[src/rtl/mux_arb4_if.sv]
// Bundle for mux_arb4: requester side (req, data_inputs), the arbiter's grant/select view,
// and the merged valid/ready output stream.
// master: the arbiter. slave: the environment that drives requests and consumes the stream.
interface mux_arb4_if #(
  parameter int unsigned WIDTH = 8
) ();
  logic [3:0]         req;
  logic [4*WIDTH-1:0] data_inputs;
  logic [1:0]         select;
  logic [3:0]         gnt;
  logic [3:0]         accept;
  logic [WIDTH-1:0]   out_data;
  logic               out_valid;
  logic               out_ready;
  logic               busy;

  modport master (
    input  req, data_inputs, out_ready,
    output select, gnt, accept, out_data, out_valid, busy
  );

  modport slave (
    output req, data_inputs, out_ready,
    input  select, gnt, accept, out_data, out_valid, busy
  );
endinterface

[src/rtl/mux_arb4.sv]
// mux_arb4: four-requester round-robin arbiter driving the select of a 4:1 data mux and
// presenting the chosen word on a single valid/ready stream.
// Optional feature macro: MUX_ARB_BURST_EN (owner may hold the grant for up to MAX_BURST beats).
module mux_arb4 #(
  parameter int unsigned WIDTH     = 8,
  parameter int unsigned MAX_BURST = 4
) (
  input  logic        clk,
  input  logic        rst,
  mux_arb4_if.master  bus
);

  if (MAX_BURST < 1 || MAX_BURST > 255) begin : g_bad_max_burst
    $error("mux_arb4: MAX_BURST must be in 1..255");
  end

  typedef enum logic [0:0] {StIdle, StGrant} state_e;

  state_e     state_q, state_d;
  logic [1:0] ptr_q, ptr_d;
  logic [1:0] select_q, select_d;
  logic [3:0] gnt_q, gnt_d;
`ifdef MUX_ARB_BURST_EN
  logic [7:0] burst_cnt_q, burst_cnt_d;
`endif

  logic       owner_req;
  logic       out_valid;
  logic       beat;
  logic [1:0] arb_ptr;
  logic [2:0] pick;   // {found, index}

  // First set bit of r scanning from p+1 upward with wrap; nearest candidate wins.
  function automatic logic [2:0] rr_pick(input logic [3:0] r, input logic [1:0] p);
    logic [1:0] idx;
    logic [2:0] res;
    res = 3'b000;
    for (int i = 4; i > 0; i--) begin
      idx = p + 2'(i);
      if (r[idx]) res = {1'b1, idx};
    end
    return res;
  endfunction

  // Output stream and handshake decode.
  always_comb begin
    owner_req = bus.req[select_q];
    out_valid = (state_q == StGrant) && owner_req;
    beat      = out_valid && bus.out_ready;
  end

  // In GRANT the pointer for re-arbitration is the current owner, so it ranks last.
  always_comb begin
    arb_ptr = (state_q == StGrant) ? select_q : ptr_q;
    pick    = rr_pick(bus.req, arb_ptr);
  end

  // Next-state logic: arbitration, rotation and optional burst retention.
  always_comb begin
    logic rotate;
    state_d  = state_q;
    ptr_d    = ptr_q;
    select_d = select_q;
    gnt_d    = gnt_q;
    rotate   = 1'b0;
`ifdef MUX_ARB_BURST_EN
    burst_cnt_d = burst_cnt_q;
`endif

    unique case (state_q)
      StIdle: begin
        if (pick[2]) begin
          state_d  = StGrant;
          select_d = pick[1:0];
          gnt_d    = 4'b0001 << pick[1:0];
        end
      end
      StGrant: begin
        if (!owner_req) begin
          rotate = 1'b1;
        end else if (beat) begin
`ifdef MUX_ARB_BURST_EN
          if (32'(burst_cnt_q) < MAX_BURST - 1) begin
            burst_cnt_d = burst_cnt_q + 8'd1;
          end else begin
            rotate = 1'b1;
          end
`else
          rotate = 1'b1;
`endif
        end
        // Otherwise a stall: everything holds.
      end
      default: state_d = StIdle;
    endcase

    if (rotate) begin
      ptr_d = select_q;
`ifdef MUX_ARB_BURST_EN
      burst_cnt_d = 8'd0;
`endif
      if (pick[2]) begin
        state_d  = StGrant;
        select_d = pick[1:0];
        gnt_d    = 4'b0001 << pick[1:0];
      end else begin
        state_d = StIdle;
        gnt_d   = 4'b0000;
      end
    end
  end

  // State registers; pointer resets to 3 so requester 0 wins first.
  always_ff @(posedge clk or posedge rst) begin
    if (rst) begin
      state_q  <= StIdle;
      ptr_q    <= 2'd3;
      select_q <= 2'd0;
      gnt_q    <= 4'b0000;
    end else begin
      state_q  <= state_d;
      ptr_q    <= ptr_d;
      select_q <= select_d;
      gnt_q    <= gnt_d;
    end
  end

`ifdef MUX_ARB_BURST_EN
  // Consecutive-beat counter for the current owner.
  always_ff @(posedge clk or posedge rst) begin
    if (rst) begin
      burst_cnt_q <= 8'd0;
    end else begin
      burst_cnt_q <= burst_cnt_d;
    end
  end
`endif

  // Drive the bundle outputs.
  always_comb begin
    bus.select    = select_q;
    bus.gnt       = gnt_q;
    bus.busy      = (state_q == StGrant);
    bus.out_valid = out_valid;
    bus.accept    = gnt_q & {4{beat}};
    bus.out_data  = out_valid ? bus.data_inputs[select_q*WIDTH +: WIDTH] : '0;
  end

endmodule

[src/flat_wrapper.sv]
// flat-port wrapper written by rule: the top's interface ports become plain ports
module mux_arb4_flat 
#(
  parameter int unsigned WIDTH     = 8,
  parameter int unsigned MAX_BURST = 4
)
  (clk, rst, bus_req, bus_data_inputs, bus_out_ready, bus_select, bus_gnt, bus_accept, bus_out_data, bus_out_valid, bus_busy);
  mux_arb4_if #(.WIDTH(WIDTH)) bus_i ();
  input  logic clk;
  input  logic rst;
  input wire logic [$bits(bus_i.req)-1:0] bus_req;
  input wire logic [$bits(bus_i.data_inputs)-1:0] bus_data_inputs;
  input wire logic [$bits(bus_i.out_ready)-1:0] bus_out_ready;
  output wire logic [$bits(bus_i.select)-1:0] bus_select;
  output wire logic [$bits(bus_i.gnt)-1:0] bus_gnt;
  output wire logic [$bits(bus_i.accept)-1:0] bus_accept;
  output wire logic [$bits(bus_i.out_data)-1:0] bus_out_data;
  output wire logic [$bits(bus_i.out_valid)-1:0] bus_out_valid;
  output wire logic [$bits(bus_i.busy)-1:0] bus_busy;
  assign bus_i.req = bus_req;
  assign bus_i.data_inputs = bus_data_inputs;
  assign bus_i.out_ready = bus_out_ready;
  assign bus_select = bus_i.select;
  assign bus_gnt = bus_i.gnt;
  assign bus_accept = bus_i.accept;
  assign bus_out_data = bus_i.out_data;
  assign bus_out_valid = bus_i.out_valid;
  assign bus_busy = bus_i.busy;
  mux_arb4 #(.WIDTH(WIDTH), .MAX_BURST(MAX_BURST)) u_core (.clk(clk), .rst(rst), .bus(bus_i));
endmodule
[config.mk]
export PLATFORM = sky130hd
export DESIGN_NAME = mux_arb4_flat
export DESIGN_NICKNAME = d
export VERILOG_FILES = /design/src/rtl/mux_arb4_if.sv /design/src/rtl/mux_arb4.sv /design/src/flat_wrapper.sv
export SDC_FILE = /design/constraint.sdc
export NUM_CORES = 1
export LEC_CHECK = 0
export CORE_UTILIZATION = 35
export DETAILED_ROUTE_END_ITERATION = 7
export GPL_ROUTABILITY_DRIVEN = 1
export PLACE_DENSITY = 0.87
export SLEW_MARGIN = 20
export SYNTH_ARGS = -nofsm -noshare
export SYNTH_HDL_FRONTEND = slang
export SYNTH_SLANG_ARGS = --single-unit
[constraint.sdc]
create_clock -name clk -period 2.3 [get_ports clk]
set_input_delay 0.46 -clock clk [delete_from_list [all_inputs] [get_ports clk]]
set_output_delay 0.46 -clock clk [all_outputs]
set_load 0.1 [all_outputs]
==> results of run 1 <==
## logic make-up after synthesis
group / Yosys count / synth area share
AO/OA/AOI/OAI: 17 / 0.1596
AND/OR/NAND/NOR: 30 / 0.2167
multiplexers: 13 / 0.2928
flip-flops: 9 / 0.2665
buffers and inverters: 10 / 0.06441
## state kept, by name, indices dropped and copies added (netlist names)
name               flops
u_core.bus.busy        1
u_core.bus.gnt         4
u_core.bus.select      2
u_core.ptr_q           2
## critical path, delay by kind of cell, from the launching register on
family | cells | cell delay (ns)
flops | 1 | 0.45
simple gates | 2 | 0.39
mux | 1 | 0.57
buf+inv | 1 | 0.16
## worst min-delay path by stage
stage / startpoint / end / slack [ns] / depth (start not counted)
3_5_place_dp: u_core.bus.gnt[2]$_DFFE_PP0P_ / u_core.bus.gnt[2]$_DFFE_PP0P_ / 0.50 / 2
6_report: rst / u_core.bus.select[1]$_DFF_PP0_ / 0.45 / 2
5_1_grt: rst / u_core.bus.select[1]$_DFF_PP0_ / 0.51 / 2
3_3_place_gp: u_core.bus.gnt[3]$_DFFE_PP0P_ / u_core.bus.gnt[3]$_DFFE_PP0P_ / 0.50 / 2
4_1_cts: rst / u_core.bus.select[1]$_DFF_PP0_ / 0.47 / 2
2_1_floorplan: rst / u_core.bus.gnt[0]$_DFFE_PP0P_ / 0.29 / 1
## final cells by class
class	instances	area, um2	share of cell area
Inverter	5	18.77	0.01097
Multi-Input combinational cell	60	631.9	0.3694
Timing Repair Buffer	66	764.5	0.4470
Clock buffer	4	26.28	0.01536
Tap cell	28	35.03	0.02048
Sequential cell	9	234.0	0.1368
## per-layer routing
layer  up-vias  routed length (um)
li1        437                   -
met1       465                1259
met5         -                   0
met2        82                1627
met4         0                 114
met3        13                 391
## cell usage in the layout, fill, tap and decap left out, types with 2 or more instances in the layout
cell type         n
and2_4            2
a32o_1            2
nand2b_1          3
mux4_2            9
buf_12           14
clkdlybuf4s50_1  34
dlygate4sd2_1     4
dfrtp_2           2
a21oi_1           3
clkbuf_4          3
dfrtp_1           4
dfstp_2           2
mux2_2            2
nor2_1            4
nand2_1           3
and3_4           12
o21ai_1           2
inv_1             4
buf_4            13
## cell usage after synthesis, drive strengths merged, types with 2 or more instances
cell type,n,share of area
mux2,3,0.044
mux4,9,0.24
nand2,3,0.013
and3,12,0.088
and2,3,0.028
a21oi,3,0.018
o31ai,2,0.023
nand2b,3,0.022
buf,4,0.038
nor2,5,0.031
a32o,2,0.023
nand3b,2,0.022
dfstp,2,0.061
inv,5,0.022
o21ai,2,0.012
dfrtp,7,0.20
## stage by stage
stage | util | instances | setup WS (ns) | setup TNS (ns)
final | 0.7586 | 172 | 0.006891 | 0
after global routing | 0.7586 | 172 | -0.03798 | -0.1107
after detailed placement | 0.7342 | 168 | -0.1754 | -1.996
after floorplan | - | 79 | -0.07247 | -0.5319
after CTS | 0.7586 | 172 | -0.003404 | -0.01193
after global placement | 0.7342 | 168 | -0.1252 | -1.449
## what timing repair did
action                                  in CTS  in global routing
endpoints found under the setup margin      13                  4
gates resized for setup                     13                  0
pin swaps                                    0                  1
gates cloned                                 0                  0
==> results.tsv, run 1 <==
stage	metric	value	unit
sta	Hold Slack	0.4477	ns
floorplan	DIE HEIGHT	51.41	um
global_routing	M2 GR Usage	0.4827	
clock_tree	clock slew at the register clock pins of the worst setup and hold paths	0.07	ns
worst_setup_path	Critical Path End	bus_accept[3]	
route	vias	997	
floorplan	Core Region	0.002255	mm2
worst_setup_path	worst setup path start	u_core.bus.select[0]$_DFF_PP0_	
global_routing	overflow left after global routing	0	
sta	final worst-path cycle share	0.9970	
sta	worst slew slack as a fraction of its limit	0.7440	
finish	nets	184	
sta	max-slew violations	0	
clock_tree	CTS buffer count	3	
sta	Clock Skew	0.01626	ns
global_routing	global-route wire length before repair	5.202	mm
global_routing	M1 GR Usage	0.3084	
logic_synthesis	Avg Cell Area, Syn	10.82	um2
route	Detailed Route Iter0 Violations	29	
floorplan	row cnt	17	
logic_synthesis	Post-synth EDFFs	0	
floorplan	Die X	51.41	um
finish	synthesis-to-finish area growth	100.1	%
worst_setup_path	R2R Path End	u_core.bus.gnt[1]$_DFFE_PP0P_	
global_routing	GRT Total Usage	0.2774	
finish	layout cells sized above 1	0.4792	
placed_design	hpwl dp	2.481	mm
worst_setup_path	r2r setup slk	0.52	ns
finish	post-route cell area	0.001710	mm2
sta	RSZ-0062 raised after global routing	true	
clock_tree	hold buffer count at CTS	0	
logic_synthesis	net count after synthesis	118	
route	post-route antenna net violation count	0	
sta	final hold violations	0	
route	Post-Route WL	3.392	mm
worst_setup_path	CP required	1.84	ns
logic_synthesis	synthesized instance count	79	
placed_design	IO buf count	58	
global_routing	number of global-route vias before repair	1048	
finish	FILL cells	143	
logic_synthesis	Distinct cells, synth	35	
worst_setup_path	WS Path Type	flip-flop to output pin	
worst_setup_path	R2R cell count	5	
logic_synthesis	Mapped Area	854.6	um2
floorplan	full die area	0.002643	mm2
worst_setup_path	Worst setup EP type	output pin	
clock_tree	Clock Tree Buf Depth	2	
logic_synthesis	Post-synth top flop	dfrtp_1	
worst_setup_path	CP max stage cell	mux4_2	
global_routing	initial antenna violation count	0	
route	DR vias/cell	5.797	
sta	Slew @ Worst Pin	0.3815	ns
logic_synthesis	Synth Warn #	0	
placed_design	Final GP Congestion	0.8779	
floorplan	total I/O pin count	59	
worst_setup_path	Crit path largest cell delay	0.57	ns
worst_setup_path	Worst Path Arrival	1.83	ns
clock_tree	CTS Sinks	9	
sta	min Tclk post-route	2.293	ns
worst_setup_path	crit start category	flip-flop	
global_routing	GR peak layer	met2	
logic_synthesis	register area share after synthesis	0.2665	
outcome	status	complete, no violations	
clock_tree	CTS tree	yes	
finish	# diodes	0	
sta	number of setup violations in the final report	0	
global_routing	largest net degree at the start of global routing	19	
floorplan	initial core utilization	0.3790	
hold_path	HP Class	primary input to asynchronous set/reset pin	
clock_tree	H-Tree Level Count	1	
worst_setup_path	RR Startpoint	u_core.bus.busy$_DFF_PP0_	
clock_tree	Post-CTS Setup Bufs	0	
sta	f_max	436.1	MHz
worst_setup_path	crit-path max FO	5	
global_routing	GRT met3 Usage	0.05952	
route	DR WL/cell	19.72	um
logic_synthesis	Yosys reg bits	9	
run	Max-Cap Viols	0	
route	router iterations before antenna repair	4	
logic_synthesis	async set or reset register ratio after synthesis	1.000	
route	# DRC	0	
worst_setup_path	worst-path cell chain	mux4_2 -> and2_4 -> and3_4 -> buf_12	
clock_tree	Clk Latency, worst-skew pair	0.28	ns
placed_design	DP Area	0.001655	mm2
clock_tree	clock root buffer	clkbuf_4	
Power of run 1 is left out: the tool's default activity adds up to more than one toggle a clock period on the data nets, which glitch-free logic cannot reach.
==> run 2: changes to the inputs <==
--- a/config.mk
+++ b/config.mk
@@ -5,6 +5,8 @@
 export SDC_FILE = /design/constraint.sdc
 export NUM_CORES = 1
 export LEC_CHECK = 0
+export CAP_MARGIN = 5
+export CORE_MARGIN = 10
 export CORE_UTILIZATION = 35
 export DETAILED_ROUTE_END_ITERATION = 7
 export GPL_ROUTABILITY_DRIVEN = 1
==> run 2 against run 1 <==
  * Clock skew is 0.011 ns lower
  * Via count fell by 1.3%
  * Count of clock-buffer cells in the layout unchanged
  * Sequential share of layout area up 0.16 points
  * Register-to-register slack improved by 0.04 ns
  * Critical endpoint unchanged
==> results.tsv, run 2 (synthesis results as in run 1) <==
stage	metric	value	unit
placed_design	hpwl dp	2.875	mm
outcome	status	complete, no violations	
run	Max-Cap Viols	0	
worst_setup_path	Critical Path End	bus_accept[3]	
clock_tree	hold buffer count at CTS	0	
clock_tree	CTS tree	yes	
placed_design	DP Area	0.001658	mm2
finish	most frequent cells in the layout	34 x clkdlybuf4s50_1, 15 x buf_4, 13 x buf_12	
worst_setup_path	crit-path max FO	5	
clock_tree	CTS Sinks	9	
worst_setup_path	Crit path largest cell delay	0.56	ns
clock_tree	clock root buffer	clkbuf_4	
floorplan	row cnt	17	
route	router iterations before antenna repair	5	
sta	min Tclk post-route	2.272	ns
worst_setup_path	Worst setup EP type	output pin	
sta	final hold violations	0	
sta	number of setup violations in the final report	0	
placed_design	Final GP Congestion	0.8694	
finish	Largest register FFs	4	
route	vias	984	
worst_setup_path	Worst Path Arrival	1.81	ns
sta	max-slew violations	0	
route	# DRC	0	
clock_tree	CTS buffer count	3	
clock_tree	Clk Latency, worst-skew pair	0.27	ns
finish	commonest non-fill, non-tap cell in the layout	clkdlybuf4s50_1	
placed_design	IO buf count	58	
worst_setup_path	r2r setup slk	0.56	ns
worst_setup_path	worst-path cell chain	mux4_2 -> and2_4 -> and3_4 -> buf_12	
global_routing	global-route wire length before repair	5.437	mm
hold_path	HP Class	primary input to asynchronous set/reset pin	
finish	synthesis-to-finish area growth	97.80	%
worst_setup_path	CP max stage cell	mux4_2	
finish	nets	186	
route	Post-Route WL	3.446	mm
floorplan	initial core utilization	0.3755	
global_routing	GRT Total Usage	0.1360	
floorplan	full die area	0.004818	mm2
worst_setup_path	WS Path Type	flip-flop to output pin	
floorplan	DIE HEIGHT	69.41	um
placed_design	Placement Setup Slack	-0.1403	ns
sta	f_max	440.1	MHz
floorplan	Core Region	0.002276	mm2
sta	Clock Skew	0.005415	ns
route	Detailed Route Iter0 Violations	57	
sta	worst slew slack as a fraction of its limit	0.7304	
clock_tree	Clock Tree Buf Depth	2	
worst_setup_path	R2R Path End	u_core.bus.gnt[1]$_DFFE_PP0P_	
clock_tree	clock slew at the register clock pins of the worst setup and hold paths	0.06	ns
worst_setup_path	crit start category	flip-flop	
sta	final worst setup slack	0.02778	ns
floorplan	Die X	69.41	um
floorplan	total I/O pin count	59	
route	DR WL/cell	19.80	um
global_routing	overflow left after global routing	0	
route	DR vias/cell	5.655	
clock_tree	H-Tree Level Count	1	
worst_setup_path	R2R cell count	5	
global_routing	number of global-route vias before repair	1065	
global_routing	largest net degree at the start of global routing	19	
worst_setup_path	RR Startpoint	u_core.bus.busy$_DFF_PP0_	
sta	final worst-path cycle share	0.9879	
finish	layout cells sized above 1	0.4863	
sta	RSZ-0062 raised after global routing	true	
sta	Slew @ Worst Pin	0.4017	ns
finish	post-route cell area	0.001690	mm2
global_routing	initial antenna violation count	0	
worst_setup_path	worst setup path start	u_core.bus.select[0]$_DFF_PP0_	
worst_setup_path	CP required	1.84	ns
route	post-route antenna net violation count	0	
finish	# diodes	0	
[run 2: cell types whose count changed in the layout (fill, tap and decap cells not counted), sizes merged]
| cell | before | now |
|---|---|---|
| buf | 28 | 30 |
[run 2: routing by layer]
| layer | vias to the layer above | track usage | share of wire | routed length, um |
|---|---|---|---|---|
| met4 | 0 | 0.04213 | 0.015 | 50 |
| met5 | - | 0 | 0 | 0 |
| met2 | 52 | 0.2480 | 0.54 | 1868 |
| met1 | 480 | 0.1504 | 0.38 | 1318 |
| li1 | 445 | - | - | - |
| met3 | 7 | 0.02996 | 0.061 | 209 |
[run 2: worst min-delay path by stage]
| stage | startpoint | to | slack [ns] | cells after the start |
|---|---|---|---|---|
| after floorplan | rst | u_core.bus.gnt[0]$_DFFE_PP0P_ | 0.29 | 1 |
| after global placement | u_core.bus.gnt[3]$_DFFE_PP0P_ | u_core.bus.gnt[3]$_DFFE_PP0P_ | 0.49 | 2 |
| after detailed placement | u_core.bus.gnt[2]$_DFFE_PP0P_ | u_core.bus.gnt[2]$_DFFE_PP0P_ | 0.52 | 2 |
| after CTS | rst | u_core.bus.select[1]$_DFF_PP0_ | 0.46 | 2 |
| after global routing | rst | u_core.bus.gnt[3]$_DFFE_PP0P_ | 0.50 | 2 |
| final | rst | u_core.bus.select[1]$_DFF_PP0_ | 0.46 | 2 |
[run 2: timing repair]
| item | CTS | global route |
|---|---|---|
| setup buffers | 0 | 0 |
| pin swaps | 0 | 1 |
| endpoints found under the setup margin | 13 | 8 |
| gates resized for setup | 6 | 1 |
[run 2: cell type report]
| cell class | instances | area [um2] |
|---|---|---|
| Clock buffer | 4 | 26.28 |
| Fill cell | 160 | 585.6 |
| Inverter | 5 | 18.77 |
| Multi-Input combinational cell | 60 | 601.8 |
| Sequential cell | 9 | 234.0 |
| Tap cell | 28 | 35.03 |
| Timing Repair Buffer | 68 | 774.5 |
[run 2: worst max-delay path, delay by kind of cell, from the launching register on]
kind	cells	cell delay (ns)
buffers and inverters	1	0.16
muxes	1	0.56
and+or+nand+nor	2	0.40
DFF	1	0.44
[run 2: metrics by stage]
| stage | hold slack (ns) | cells | utilization | setup TNS [ns] |
|---|---|---|---|---|
| after global routing | 0.5022 | 174 | 0.7427 | -0.01822 |
| after global placement | 0.4947 | 170 | 0.7284 | -1.252 |
| final | 0.4606 | 174 | 0.7427 | 0 |
| after floorplan | 0.2864 | 79 | - | -0.5319 |
| after detailed placement | 0.5164 | 170 | 0.7284 | -1.620 |
| after CTS | 0.4621 | 174 | 0.7411 | 0 |
Power of run 2 is left out for the same reason.
==> run 3: changes to the inputs <==
--- a/config.mk
+++ b/config.mk
@@ -6,7 +6,7 @@
 export NUM_CORES = 1
 export LEC_CHECK = 0
 export CAP_MARGIN = 5
-export CORE_MARGIN = 10
+export CORE_MARGIN = 2
 export CORE_UTILIZATION = 35
 export DETAILED_ROUTE_END_ITERATION = 7
 export GPL_ROUTABILITY_DRIVEN = 1
==> constraint.sdc (replaced) <==
create_clock -name clk -period 2.26 [get_ports clk]
set_input_delay 0.452 -clock clk [delete_from_list [all_inputs] [get_ports clk]]
set_output_delay 0.452 -clock clk [all_outputs]
set_load 0.1 [all_outputs]
==> run 3 against run 2 <==
  * The run now ends with negative setup slack left
  * Critical path depth unchanged
  * Die area decreased by 41%
  * Utilization increased by 2.8 points
  * Highest routed layer unchanged
==> results.tsv, run 3 (synthesis results as in run 1) <==
stage	metric	value	unit
sta	f_max	432.3	MHz
route	DR WL/cell	22.01	um
sta	Clock Skew	0.003964	ns
clock_tree	hold buffer count at CTS	0	
worst_setup_path	R2R cell count	6	
clock_tree	H-Tree Level Count	1	
finish	# diodes	0	
clock_tree	CTS tree	yes	
clock_tree	CTS buffer count	3	
sta	final worst-path cycle share	1.024	
floorplan	total I/O pin count	59	
worst_setup_path	CP max stage cell	mux4_2	
worst_setup_path	Worst setup EP type	output pin	
finish	Largest register FFs	4	
sta	final hold violations	0	
outcome	violated checks	negative setup slack	
worst_setup_path	WS Path Type	flip-flop to output pin	
route	# DRC	0	
route	Detailed Route Iter0 Violations	34	
route	Post-Route WL	3.851	mm
worst_setup_path	crit-path max FO	5	
route	DR vias/cell	5.771	
finish	layout cells sized above 1	0.4898	
sta	Slew @ Worst Pin	0.4023	ns
clock_tree	CTS Sinks	9	
clock_tree	clock root buffer	clkbuf_4	
global_routing	number of global-route vias before repair	1085	
sta	min Tclk post-route	2.313	ns
sta	Hold Slack	0.4451	ns
worst_setup_path	RR Startpoint	u_core.bus.select[0]$_DFF_PP0_	
worst_setup_path	r2r setup slk	0.27	ns
floorplan	row cnt	17	
global_routing	overflow left after global routing	0	
clock_tree	Clock Tree Buf Depth	2	
finish	register area	234.0	um2
run	Max-Cap Viols	0	
global_routing	GRT Total Usage	0.2981	
route	post-route antenna net violation count	0	
clock_tree	clock slew at the register clock pins of the worst setup and hold paths	0.06	ns
worst_setup_path	Crit path largest cell delay	0.57	ns
global_routing	global-route wire length before repair	5.802	mm
worst_setup_path	crit start category	flip-flop	
finish	synthesis-to-finish area growth	103.2	%
sta	number of setup violations in the final report	6	
sta	worst slew slack as a fraction of its limit	0.7300	
sta	final worst setup slack	-0.05326	ns
global_routing	largest net degree at the start of global routing	19	
clock_tree	Clk Latency, worst-skew pair	0.27	ns
floorplan	Die X	53.41	um
finish	most frequent cells in the layout	34 x clkdlybuf4s50_1, 15 x buf_4, 14 x buf_12	
worst_setup_path	CP required	1.81	ns
finish	footprint of the multi-input gates	631.9	um2
finish	FILL cells	148	
route	vias	1010	
route	router iterations before antenna repair	4	
worst_setup_path	worst-path cell chain	mux4_2 -> and2_4 -> and3_4 -> buf_12	
floorplan	full die area	0.002853	mm2
finish	nets	187	
sta	RSZ-0062 raised after global routing	true	
finish	commonest non-fill, non-tap cell in the layout	clkdlybuf4s50_1	
global_routing	initial antenna violation count	0	
worst_setup_path	Worst Path Arrival	1.86	ns
worst_setup_path	R2R Path End	u_core.ptr_q[1]$_DFFE_PP1N_	
floorplan	initial core utilization	0.3790	
placed_design	hpwl dp	2.555	mm
placed_design	IO buf count	58	
placed_design	Final GP Congestion	0.8804	
hold_path	HP Class	primary input to asynchronous set/reset pin	
sta	max-slew violations	0	
floorplan	Core Region	0.002255	mm2
floorplan	DIE HEIGHT	53.41	um
outcome	status	finished with violations	
run 3: changes by cell type in the layout (fill, tap and decap cells not counted), sizes merged:
cell,change
buf,+1
run 3: final cells by class:
type,count,area share
clock buffer,4,0.01513
inverter,5,0.01081
multi-input combinational,60,0.3638
sequential,9,0.1347
tap,28,0.02017
timing repair buffer,69,0.4553
run 3: timing repair:
| item | CTS | global route |
|---|---|---|
| buffers inserted | 3 | 0 |
| setup endpoints to repair | 13 | 13 |
| endpoints found under the hold margin | 0 | 0 |
| resized for setup | 15 | 0 |
| cloned | 1 | 0 |
run 3: critical path, delay by kind of cell, from the launching register on:
kind                   cells  cell delay (ns)
buffers and inverters      1             0.16
flip-flops                 1             0.46
multiplexers               1             0.57
AND/OR/NAND/NOR            2             0.39
run 3: metal layers:
metal / global-route usage / vias to the layer above / share of wire
met5: 0 / - / 0
li1: - / 443 / -
met3: 0.08475 / 11 / 0.10
met4: 0.1325 / 0 / 0.023
met1: 0.3310 / 492 / 0.38
met2: 0.5206 / 64 / 0.49
run 3: how the worst max path moves through the flow:
| stage | startpoint | end | slack (ns) | depth (start not counted) |
|---|---|---|---|---|
| 3_5_place_dp | bus_req[3] | bus_out_data[2] | -0.13 | 5 |
| 2_1_floorplan | u_core.bus.select[0]$_DFF_PP0_ | bus_accept[0] | -0.10 | 4 |
| 3_3_place_gp | bus_req[3] | bus_out_data[4] | -0.10 | 5 |
| 5_1_grt | u_core.bus.select[0]$_DFF_PP0_ | bus_accept[3] | -0.09 | 4 |
| 4_1_cts | u_core.bus.select[0]$_DFF_PP0_ | bus_accept[1] | -0.04 | 4 |
| 6_report | u_core.bus.select[0]$_DFF_PP0_ | bus_accept[1] | -0.05 | 4 |
run 3: per-stage QoR:
step | TNS [ns] | utilization | setup WS, ns | instances | cell area (um2)
floorplan | -0.9159 | - | -0.1045 | 79 | 890.9
global placement | -1.143 | 0.7309 | -0.1042 | 167 | 1648
detailed placement | -1.428 | 0.7309 | -0.1294 | 167 | 1648
CTS | -0.1567 | 0.7703 | -0.04301 | 175 | 1737
global route | -0.6066 | 0.7703 | -0.09157 | 175 | 1737
finish | -0.2011 | 0.7703 | -0.05326 | 175 | 1737
Power of run 3 is left out for the same reason.
